[config.mk]
export PLATFORM = sky130hd
export DESIGN_NAME = mem_readout_ctrl
export DESIGN_NICKNAME = d
export VERILOG_FILES = /design/src/rtl/mem_readout_ctrl.sv
export SDC_FILE = /design/constraint.sdc
export NUM_CORES = 1
export LEC_CHECK = 0
export ABC_AREA = 1
export CELL_PAD_IN_SITES_DETAIL_PLACEMENT = 1
export CELL_PAD_IN_SITES_GLOBAL_PLACEMENT = 1
export CORE_MARGIN = 3
export CORE_UTILIZATION = 25
export CTS_BUF_LIST = sky130_fd_sc_hd__clkbuf_4
export DETAILED_ROUTE_END_ITERATION = 6
export PLACE_DENSITY = 0.53
export REMOVE_ABC_BUFFERS = 1
export SLEW_MARGIN = 10
export SYNTH_ARGS = -nofsm -noshare
export SYNTH_HDL_FRONTEND = slang
export SYNTH_SLANG_ARGS = --single-unit
[constraint.sdc]
create_clock -name clk -period 2.3 [get_ports clk]
set_input_delay 0.345 -clock clk [delete_from_list [all_inputs] [get_ports clk]]
set_output_delay 0.345 -clock clk [all_outputs]
set_load 0.05 [all_outputs]
[src/rtl/mem_readout_ctrl.sv]
// Capture-RAM readout sequencer: walks events from address 0, prefixes each with a header word,
// streams over valid/ready. Define MEM_READOUT_CHKSUM_EN to append a per-event XOR trailer word.
//
// state   | meaning
// --------+--------------------------------------------------------------
// S_IDLE  | waiting for start; counts and address cleared on accept
// S_HDR   | push header {8'hEB, event index} into the output buffer
// S_RD    | issue nwrite RAM reads for the current event
// S_DRAIN | last read lands in the buffer (plus trailer when enabled)
// S_FIN   | wait for the buffer to empty, pulse done
module mem_readout_ctrl #(
    parameter int ADDR_W = 16,
    parameter int DATA_W = 16
) (
    input  logic              clk,
    input  logic              rst,
    input  logic              start,
    input  logic [7:0]        nwrite,
    input  logic [7:0]        ntrigger,
    output logic              ram_rd_en,
    output logic [ADDR_W-1:0] ram_addr,
    input  logic [DATA_W-1:0] ram_rdata,
    output logic [DATA_W-1:0] out_data,
    output logic              out_valid,
    input  logic              out_ready,
    output logic              out_first,
    output logic              out_last,
    output logic              busy,
    output logic              done,
    output logic [7:0]        ev_cnt
);

    typedef enum logic [2:0] {S_IDLE, S_HDR, S_RD, S_DRAIN, S_FIN} state_t;

    state_t            state_q, state_d;
    logic [7:0]        nwrite_q, nwrite_d;
    logic [7:0]        ntrig_q, ntrig_d;
    logic [7:0]        ev_idx_q, ev_idx_d;
    logic [7:0]        ev_cnt_q, ev_cnt_d;
    logic [7:0]        rd_cnt_q, rd_cnt_d;
    logic [ADDR_W-1:0] addr_q, addr_d;
    logic              inflight_q, inflight_d;
    logic              inflight_last_q, inflight_last_d;
    logic [1:0]        occ_q, occ_d;
    logic              rd_ptr_q, rd_ptr_d;
    logic              wr_ptr_q, wr_ptr_d;
    logic [DATA_W-1:0] buf_data_q [2];
    logic [DATA_W-1:0] buf_data_d [2];
    logic              buf_first_q [2];
    logic              buf_first_d [2];
    logic              buf_last_q [2];
    logic              buf_last_d [2];
`ifdef MEM_READOUT_CHKSUM_EN
    logic [DATA_W-1:0] chk_q, chk_d;
`endif

    logic              pop;
    logic [1:0]        occ_after;
    logic              push;
    logic [DATA_W-1:0] push_data;
    logic              push_first;
    logic              push_last;
    logic              rd_en_c;
    logic              done_c;
    logic [DATA_W-1:0] hdr_word;

    always_ff @(posedge clk) begin
        if (rst) begin
            state_q         <= S_IDLE;
            nwrite_q        <= '0;
            ntrig_q         <= '0;
            ev_idx_q        <= '0;
            ev_cnt_q        <= '0;
            rd_cnt_q        <= '0;
            addr_q          <= '0;
            inflight_q      <= 1'b0;
            inflight_last_q <= 1'b0;
            occ_q           <= '0;
            rd_ptr_q        <= 1'b0;
            wr_ptr_q        <= 1'b0;
            buf_data_q      <= '{default: '0};
            buf_first_q     <= '{default: 1'b0};
            buf_last_q      <= '{default: 1'b0};
`ifdef MEM_READOUT_CHKSUM_EN
            chk_q           <= '0;
`endif
        end else begin
            state_q         <= state_d;
            nwrite_q        <= nwrite_d;
            ntrig_q         <= ntrig_d;
            ev_idx_q        <= ev_idx_d;
            ev_cnt_q        <= ev_cnt_d;
            rd_cnt_q        <= rd_cnt_d;
            addr_q          <= addr_d;
            inflight_q      <= inflight_d;
            inflight_last_q <= inflight_last_d;
            occ_q           <= occ_d;
            rd_ptr_q        <= rd_ptr_d;
            wr_ptr_q        <= wr_ptr_d;
            buf_data_q      <= buf_data_d;
            buf_first_q     <= buf_first_d;
            buf_last_q      <= buf_last_d;
`ifdef MEM_READOUT_CHKSUM_EN
            chk_q           <= chk_d;
`endif
        end
    end

    always_comb begin
        hdr_word       = '0;
        hdr_word[15:0] = {8'hEB, ev_idx_q};
    end

    always_comb begin
        state_d         = state_q;
        nwrite_d        = nwrite_q;
        ntrig_d         = ntrig_q;
        ev_idx_d        = ev_idx_q;
        ev_cnt_d        = ev_cnt_q;
        rd_cnt_d        = rd_cnt_q;
        addr_d          = addr_q;
        inflight_d      = 1'b0;
        inflight_last_d = 1'b0;
        rd_ptr_d        = rd_ptr_q;
        wr_ptr_d        = wr_ptr_q;
        buf_data_d      = buf_data_q;
        buf_first_d     = buf_first_q;
        buf_last_d      = buf_last_q;
        push            = 1'b0;
        push_data       = '0;
        push_first      = 1'b0;
        push_last       = 1'b0;
        rd_en_c         = 1'b0;
        done_c          = 1'b0;
        pop             = (occ_q != 2'd0) && out_ready;
        occ_after       = occ_q - {1'b0, pop};
`ifdef MEM_READOUT_CHKSUM_EN
        chk_d           = chk_q;
`endif

        // RAM data returns one cycle after the strobe; the issue rule reserved its slot
        if (inflight_q) begin
            push      = 1'b1;
            push_data = ram_rdata;
`ifdef MEM_READOUT_CHKSUM_EN
            chk_d     = chk_q ^ ram_rdata;
`else
            push_last = inflight_last_q;
`endif
        end

        if (pop && buf_last_q[rd_ptr_q]) begin
            ev_cnt_d = ev_cnt_q + 8'd1;
        end

        case (state_q)
            S_IDLE: begin
                if (start) begin
                    nwrite_d = nwrite;
                    ntrig_d  = ntrigger;
                    ev_cnt_d = '0;
                    ev_idx_d = '0;
                    addr_d   = '0;
                    state_d  = (nwrite == 8'd0 || ntrigger == 8'd0) ? S_FIN : S_HDR;
                end
            end
            S_HDR: begin
                if (occ_after < 2'd2) begin
                    push       = 1'b1;
                    push_data  = hdr_word;
                    push_first = 1'b1;
                    rd_cnt_d   = '0;
`ifdef MEM_READOUT_CHKSUM_EN
                    chk_d      = '0;
`endif
                    state_d    = S_RD;
                end
            end
            S_RD: begin
                if ((occ_after + {1'b0, inflight_q}) < 2'd2) begin
                    rd_en_c         = 1'b1;
                    addr_d          = addr_q + ADDR_W'(1);
                    inflight_d      = 1'b1;
                    inflight_last_d = (rd_cnt_q == nwrite_q - 8'd1);
                    rd_cnt_d        = rd_cnt_q + 8'd1;
                    if (rd_cnt_q == nwrite_q - 8'd1) begin
                        state_d = S_DRAIN;
                    end
                end
            end
            S_DRAIN: begin
`ifdef MEM_READOUT_CHKSUM_EN
                if (!inflight_q && occ_after < 2'd2) begin
                    push      = 1'b1;
                    push_data = chk_q;
                    push_last = 1'b1;
                    ev_idx_d  = ev_idx_q + 8'd1;
                    state_d   = ((ev_idx_q + 8'd1) == ntrig_q) ? S_FIN : S_HDR;
                end
`else
                ev_idx_d = ev_idx_q + 8'd1;
                state_d  = ((ev_idx_q + 8'd1) == ntrig_q) ? S_FIN : S_HDR;
`endif
            end
            S_FIN: begin
                if (occ_q == 2'd0) begin
                    done_c  = 1'b1;
                    state_d = S_IDLE;
                end
            end
            default: state_d = S_IDLE;
        endcase

        occ_d = occ_after + {1'b0, push};
        if (push) begin
            buf_data_d[wr_ptr_q]  = push_data;
            buf_first_d[wr_ptr_q] = push_first;
            buf_last_d[wr_ptr_q]  = push_last;
            wr_ptr_d              = ~wr_ptr_q;
        end
        if (pop) begin
            rd_ptr_d = ~rd_ptr_q;
        end
    end

    assign ram_rd_en = rd_en_c;
    assign ram_addr  = addr_q;
    assign out_valid = (occ_q != 2'd0);
    assign out_data  = buf_data_q[rd_ptr_q];
    assign out_first = buf_first_q[rd_ptr_q];
    assign out_last  = buf_last_q[rd_ptr_q];
    assign busy      = (state_q != S_IDLE) && !done_c;
    assign done      = done_c;
    assign ev_cnt    = ev_cnt_q;

endmodule

==> run metrics <==
worst reg2reg path startpoint occ_q[0]; Final Wtd Congestion between 0.7 and 0.8; #FFs+latches synth between 100 and 150; worst-margin pin slew between 0.5 and 0.6 ns; DR vias/cell 4.62; power per cell area 982 nW/µm²; synthesized instance count around 730; final setup TNS 0 ns; Post-synth ARST share 0%; TritonCTS clock tree done; core area between 15000 and 20000 µm²; CTS max path bufs 2; Die Ht 150 µm; endpoints failing setup 0; Pre-antenna DRT Iters 4; initial antenna violation count 1; Placement Cell Area around 6700 µm²; slew margin rel. between 60 and 70%; 1st-iter DRT viols between 150 and 200; I/O Buffers 81; Vias approximately 5100; Clk Tree Root Cell clkbuf_4; Critical Path Sink Type output port; final core occ 34.7%; largest cells by area after synthesis dfxtp_1 39%, nand2_1 11%, inv_1 6.5%; DRT antenna net count 0; Die ar. about 22000 µm²; Sink Count 101; Max-cap violations 0; H-tree depth 3; clock slew at reported path FFs approximately 0.16 ns; number of buffers created by CTS 9; CTS Hold Bufs 0; sequential fraction of the synthesis area around 39%; Mean Syn Cell Area 7.07 µm²; crit path cell chain clkdlybuf4s50_1, inv_1, nor2_4, ha_4, nor2_4, xor2_4, inv_2, nor2_4, buf_12; min-delay src buf_last_q[1]; largest area contributor in the netlist dfxtp_1; synth cell count leaders 146 x nand2_1, 101 x dfxtp_1, 90 x inv_1; type of the worst setup path in -> out; final wirelength 16.1 mm; top cell family by delay on the critical path buffers and inverters; pre-CTS setup slack -0.239 ns; I/O Pins between 80 and 90; Crit path largest cell delay 0.49 ns; CP Data Required Time 1.96 ns; outcome finished, final reports clean; Worst setup SP type input port; Worst Setup Slack, final ~0.038 ns; Synth top area share between 30% and 40%; Hold WS around 0.48 ns; worst-skew pair later-pin latency 0.49 ns; row cnt 51; final cell count without fillers 1107; wire per inst ~15 µm; Ys Warns 0; Post-Syn Area 5170 µm²; DP Cell Count approximately 1100; starting density of the core between 20% and 30%; fillcell total 2468; Tcrit/Tclk final 98.3%; residual DRC count 0; P&R area growth vs syn 33.4%; CP arrival ~1.9 ns; Max Clk Rate between 400 and 500 MHz; Hold Vio Cnt, Final 0; most common cell in the synthesized netlist nand2_1; CP Max Fanout 2; main flop type after synthesis dfxtp_1; Final Instance Area around 7000 µm²; Crit-path slowest cell clkdlybuf4s50_1; Nets between 800 and 900; Worst VDD drop approximately 250 µV; Power Total 6.78 mW; CP startpoint out_ready; number of flops mapped to enable cells by yosys 0; minimum clock period approximately 2.3 ns; Tot GR Track Use approximately 15%; grt total ovfl 0; global-route wire length before repair 26.7 mm; vias in the first global route 5400; synth unique cells between 40 and 50; worst min path class reg -> reg; Die W approximately 150 µm; layout cells sized above 1 between 10% and 20%; area of the multi-input gates about 2700 µm²; Final Max Tran Viols 0; clock skew 0.0153 ns; crit-path most repeated cell nor2_4; crit path buf inv count 4; RSZ-0062 raised after global routing true; post-DP HPWL approximately 12 mm; Reg area 2020 µm²; largest net degree at the start of global routing 37; P_leak between 2 and 3 nW
-- worst register-to-register path: stages (launching register included) --
cell and delay [ns]:
dfxtp_2 0.37, nor2_4 0.13, nor2_4 0.05, ha_4 0.22, nor2_4 0.16, xor2_4 0.17, inv_2 0.07, buf_4 0.13
buf_4 0.12, nand2_1 0.07, nand2_2 0.07, nor2_4 0.10, nand3_2 0.08, nor2_2 0.11, nand2_1 0.06, nand2_1 0.06
nor2_1 0.03
-- registers in the layout, indices dropped and copies added, names as in the netlist --
signal and count:
inflight_last_q 1, ram_addr 16, inflight_q 1, buf_last_q 2, state_q 3, wr_ptr_q 1, ntrig_q 8, rd_cnt_q 8
buf_data_q 32, rd_ptr_q 1, ev_cnt 8, ev_idx_q 8, nwrite_q 8, buf_first_q 2, occ_q 2
-- logic make-up after synthesis --
family,after synthesis,synth area share [%]
compound gates,158,17.7
fa+ha+maj,7,1.69
xor+xnor,18,3.19
simple gates,324,29.0
buf+inv,124,9.34
flops,101,39.1
-- power breakdown --
group	total (mW)	switching [mW]	internal (mW)
Clock	0.908	0.659	0.249
Sequential	2.25	0.213	2.04
Combinational	3.61	2.18	1.44
-- per-layer routing --
| metal | routed length, µm | GRT usage [%] |
|---|---|---|
| met5 | 0 | 0 |
| met4 | 218 | 4.53 |
| met3 | 396 | 2.15 |
| met2 | 7720 | 25.7 |
| met1 | 7740 | 18.9 |
-- timing repair --
action                                  4_1_cts  5_1_grt
gates resized for setup                      11       10
setup buffers                                 4        2
pin swaps                                     5        7
endpoints found under the setup margin        4        5
-- path summary, 6_finish.rpt --
check | end | slack, ns | depth (start not counted)
setup reg to reg | rd_cnt_q[4] | 0.22 | 16
hold / removal | buf_last_q[1] | 0.48 | 2
hold reg to reg | buf_last_q[1] | 0.48 | 2
setup / recovery | ram_rd_en | 0.04 | 9
-- placed cells by master, fill, tap and decap left out, types with 3 or more instances in the layout --
master           count
buf_4               35
nor3_1              10
nor2_1              67
clkbuf_4            11
nor2_2               3
ha_1                 6
clkdlybuf4s50_1     57
a211oi_1             7
nand4_1             11
nand3_1             56
nand2_2              3
nor3_4               3
nor2_4               7
buf_12              23
o21ai_0             54
dfxtp_1             99
a21oi_1             62
a22oi_1              8
inv_1               89
clkinvlp_4           3
inv_2                8
nand3_2              3
nand2_1            145
nor4_1               6
xnor2_1              4
o22ai_1             14
xor2_1              13
-- final cells by class --
type                       instances  share of cell area (%)
sequential                       101                    29.3
clock inverter                     5                   0.526
clock buffer                      11                    1.20
multi-input combinational        507                    39.4
inverter                          98                    5.33
antenna                            1                  0.0363
timing repair buffer             119                    19.3
tap                              265                    4.81
Note: power is estimated with default switching activity, not from simulation.
